[config.mk]
export PLATFORM = sky130hd
export DESIGN_NAME = instr_queue
export DESIGN_NICKNAME = d
export VERILOG_FILES = /design/src/rtl/instr_queue.sv
export SDC_FILE = /design/constraint.sdc
export NUM_CORES = 1
export LEC_CHECK = 0
export ABC_CLOCK_PERIOD_IN_PS = 3480
export CAP_MARGIN = 20
export CORE_MARGIN = 3
export CORE_UTILIZATION = 40
export CTS_BUF_LIST = sky130_fd_sc_hd__clkbuf_8
export CTS_CLUSTER_SIZE = 14
export DETAILED_ROUTE_END_ITERATION = 12
export SYNTH_ARGS = -nofsm -noshare
export SYNTH_HDL_FRONTEND = slang
export SYNTH_SLANG_ARGS = --single-unit
export TNS_END_PERCENT = 50
[constraint.sdc]
create_clock -name clk_i -period 3.48 [get_ports clk_i]
set_input_delay 0.696 -clock clk_i [delete_from_list [all_inputs] [get_ports clk_i]]
set_output_delay 0.696 -clock clk_i [all_outputs]
set_load 0.005 [all_outputs]
[src/rtl/instr_queue.sv]
// Decode-to-issue instruction queue: 4-entry in-order circular buffer,
// first-word-fall-through head, synchronous full flush on mispredict.
//
// Ports:
//   clk_i      rising-edge clock
//   reset_n_i  async active-low reset (drops all entries)
//   flush_i    discard all entries on the next edge (mispredict)
//   valid_i    decode presents data_i; enqueued when valid_i & ready_o
//   ready_o    queue not full
//   data_i     decoded instr_struct word
//   valid_o    head entry valid (queue not empty)
//   data_o     head entry, read combinationally from storage
//   yumi_i     issue consumes the head this cycle (only while valid_o)
//   count_o    occupancy 0..4

package instr_queue_pkg;

    typedef struct packed {
        logic [23:0] op;
        logic [3:0]  branch_id;
        logic [31:0] pc;
    } instr_struct;

endpackage

module instr_queue
    import instr_queue_pkg::*;
#(
    parameter int width_p     = $bits(instr_struct),
    parameter int ptr_width_p = 2
) (
    input  logic                   clk_i,
    input  logic                   reset_n_i,
    input  logic                   flush_i,
    input  logic                   valid_i,
    output logic                   ready_o,
    input  logic [width_p-1:0]     data_i,
    output logic                   valid_o,
    output logic [width_p-1:0]     data_o,
    input  logic                   yumi_i,
    output logic [ptr_width_p:0]   count_o
);

    localparam int cap_lp = 1 << ptr_width_p;

    // One extra pointer bit separates full from empty when the
    // storage indices coincide.
    typedef logic [ptr_width_p:0] ptr_t;

    logic [width_p-1:0] mem [cap_lp];

    ptr_t wr_ptr;
    ptr_t rd_ptr;

    logic empty;
    logic full;
    logic do_enq;
    logic do_deq;

    assign empty = (wr_ptr == rd_ptr);
    assign full  = (wr_ptr[ptr_width_p] != rd_ptr[ptr_width_p]) &&
                   (wr_ptr[ptr_width_p-1:0] == rd_ptr[ptr_width_p-1:0]);

    assign valid_o = ~empty;
    assign ready_o = ~full;
    assign count_o = wr_ptr - rd_ptr;
    assign data_o  = mem[rd_ptr[ptr_width_p-1:0]];

    // Full blocks enqueue even when the head leaves the same cycle.
    assign do_enq = valid_i & ~full  & ~flush_i;
    assign do_deq = yumi_i  & ~empty & ~flush_i;

    always_ff @(posedge clk_i or negedge reset_n_i) begin
        if (!reset_n_i) begin
            wr_ptr <= '0;
            rd_ptr <= '0;
        end else if (flush_i) begin
            wr_ptr <= '0;
            rd_ptr <= '0;
        end else begin
            if (do_enq) begin
                wr_ptr <= wr_ptr + ptr_t'(1);
            end
            if (do_deq) begin
                rd_ptr <= rd_ptr + ptr_t'(1);
            end
        end
    end

    // Storage is never cleared; only the pointers define validity.
    always_ff @(posedge clk_i) begin
        if (do_enq) begin
            mem[wr_ptr[ptr_width_p-1:0]] <= data_i;
        end
    end

    a_no_yumi_when_empty: assert property (
        @(posedge clk_i) disable iff (!reset_n_i)
        !(yumi_i && !valid_o)
    ) else $error("yumi_i asserted while queue empty");

    a_count_in_range: assert property (
        @(posedge clk_i) disable iff (!reset_n_i)
        count_o <= (ptr_width_p+1)'(cap_lp)
    ) else $error("count_o exceeds capacity");

endmodule

==> summary.md <==
The run finished with clean final reports. The worst-path maximum fanout works out to 23. The logs give 0 for the initial antenna violation count and 41 for the TritonCTS buffer count.

The share of layout cells above drive strength 1 was 23.4%; the register-to-register path setup slack was 900 ps. The number of failing setup endpoints in the final timing report is 0, and the height of the die is 158 um. Walking the worst path, the cells encountered are inv_1, ha_1, nand2_2, or2_4, clkdlybuf4s50_1. The remaining max-slew budget at the tightest pin is 66.0%. The average routed wire per standard cell was 21.1 um; the number of instances resized during post-cts repair was 0.

Number of endpoints with negative hold slack in the final report: 0. The endpoint class of the critical path is an output pin. Signal routing reaches up to met4. At the worst endpoint, the required time is 2780 ps.

The tools report the total wire length after detailed routing as 18.1 mm. Across the run, the number of max-cap violations was 0. The path category of the worst min-delay check was in -> async. After legalization and detailed placement, the total HPWL measured 11.4 mm. The remaining design rule violation count is 0, and the clock transition at the registers of the reported paths is 60 ps. The tools report the critical path startpoint category as a register. The total setup buffers inserted after CTS is 0, and the routed length on met1 is 7.49 mm. Relative to the synthesized area, the layout overhead comes to 27.4%. Dividing total power by cell area gives a power density of 734 mW/mm^2. For this run, the number of Yosys warnings is 0.

The number of diodes came out at 0. The tools report the final estimated routing congestion in global placement as 0.712. Die footprint: 0.0249 mm^2.

CTS saw 246 sinks. In this run, placement finished with an instance count of 785. Cell at the slowest stage of the critical path: dfrtp_4.

In the detailed route, the total length drawn on met3 is 1.13 mm. TritonCTS built the clock tree. The starting density of the core was 41.4%; the chip width was 158 um.

Most area-hungry cell type in the Yosys netlist: edfxtp_1. The maximum clock frequency is 302 MHz, and the share of synthesized registers carrying an async set or reset is 2.44%. For the final routed database, the setup TNS stands at 0 ps.

The tools report the peak ir drop on the vdd network as 373 uV. For this run, the number of standard cells in the final layout without fillers is 858. The tools report the post-synthesis sequential area ratio as 79.9%. The run gives 43 as the pin count of the biggest net entering global routing.

At the pin with the least slew margin, the transition time is 509 ps. The logs give 169 ps for the final worst setup slack and 449 for the net count after synthesis. The design draws 8.61 mW. Data arrives at the worst endpoint at 2610 ps.

Count of vias placed by the detailed router: 4465. The synthesized cell area was 0.00921 mm^2; the worst stage delay on the critical path was 660 ps. Prior to clock tree synthesis, the placed netlist has a worst setup slack of 563 ps.

The library cells used most frequently in the layout, excluding fill and tap cells, are edfxtp_1, clkdlybuf4s50_1, mux4_2. The logs give 0 for the cts-stage hold buffer count and 0.0222 mm^2 for the area inside the core boundary. The leading cell type in the layout, fill and taps excluded was edfxtp_1. The number of synthesized flops with an enable pin was 240.

In this run the tool buffered the top-level ports with 129 buffer cells. Dividing the detail-routed via count by the number of cells gives 5.20. The clock passes through at most 3 buffers.

The logs give 2 for the number of levels the H-tree was split into and 14.9% for the overall routing resource usage. The logs give 9.08 mm for the routed wire length on met2 and 130 for the boundary pin count. The run gives 54 as the floorplan row count. The dominant register cell in the synthesized netlist was edfxtp_1. Setup repair after global routing left no endpoint under its margin.

Summed over all cells, the static leakage comes to 3.77 nW. The worst setup path is of the reg -> out kind. The first-pass GRT wire length came out at 27.8 mm. The worst hold slack after final layout is 424 ps. The synthesized design contains 246 register bits. The root buffer cell chosen for the clock tree is clkbuf_8. The placed standard-cell area was 0.0110 mm^2; the share of the core filled with cells in the final layout was 52.8%.

The netlist uses 34 different library cells. Counting every instance in the synthesized netlist gives 376. On the final layout, the worst clock skew is 28.8 ps.

The number of global-route vias before repair is 4877. The first detailed-routing pass took 6 iterations. The final period demand of the worst path was 3310 ps; the per-instance average area after synthesis was 24.5 um^2.

The ratio of final minimum period to clock period works out to 95.1%. The initial detailed-routing violation count was 227. At the end of the flow, the number of nets in the layout was 621.

The clock latency at the later pin of the worst-skew pair is 530 ps, and the max-slew violation count is 0. The post-detailed-route count of antenna-violating nets was 0. After routing the design area is 0.0117 mm^2. By area the synthesized netlist is led by edfxtp_1, mux4_2, dfrtp_1, ha_1, buf_4. The area share of the largest cell type after synthesis came out at 78.3%. The run gives 0 as the leftover overflow at the end of global routing.
cell families (layout without fill, tap and decap cells):
family                     count (synthesis)  in the layout  synth area share (%)
buffers and inverters                     21            223                  1.20
DFF                                      246            246                  79.9
AOI/OAI and AO/OA                         11             11                 0.829
and+or+nand+nor                           27             27                  1.86
muxes                                     61             61                  14.8
adders and majority gates                  8              8                  1.17
xor gates and xnor gates                   2              2                 0.272
per-layer routing:
metal	vias up	track usage, %
li1	1965	-
met1	2319	18.9
met2	152	24.8
met3	29	3.69
met4	0	5.70
met5	-	0
flip-flops by register name, summed over array words and instances, names as in the netlist:
| name | cells |
|---|---|
| mem | 240 |
| rd_ptr | 3 |
| wr_ptr | 3 |
synth_stat cells, drive strengths merged (2+ instances only):
library cell / n
clkbuf: 6
or4: 2
nand2: 4
edfxtp: 240
and3: 4
nand3: 5
nand4b: 2
nor2: 3
buf: 10
ha: 7
dfrtp: 6
a31oi: 3
inv: 5
nor3b: 2
a21oi: 3
xnor2: 2
mux4: 60
path summary, 6_finish.rpt:
path | start | end | cells after the start
max in group asynchronous | reset_n_i | rd_ptr[1] | 1
min reg2reg | wr_ptr[2] | wr_ptr[2] | 2
min | reset_n_i | wr_ptr[1] | 1
max reg2reg | rd_ptr[1] | mem[0][32] | 6
max | rd_ptr[1] | ready_o | 5
min in group clk_i | wr_ptr[2] | wr_ptr[2] | 2
power breakdown:
part | switching, mW | total (mW) | internal (mW)
Combinational | 1.03 | 2.61 | 1.58
Sequential | 0.176 | 3.72 | 3.55
Clock | 1.08 | 2.28 | 1.20
Total | 2.28 | 8.61 | 6.33
critical path: cells and delay by family (launching register included):
kind,cells,cell delay (ps)
DFF,1,660
buffers and inverters,2,570
and+or+nand+nor,2,460
adders and majority gates,1,410
area by class of cell:
class	count	area, um^2
Clock buffer	42	578
Inverter	5	18.8
Timing Repair Buffer	145	1500
Tap cell	280	350
Sequential cell	246	7360
Multi-Input combinational cell	109	1760
Fill cell	1719	10500
Clock inverter	31	163
(Power assumes the default switching activity.)
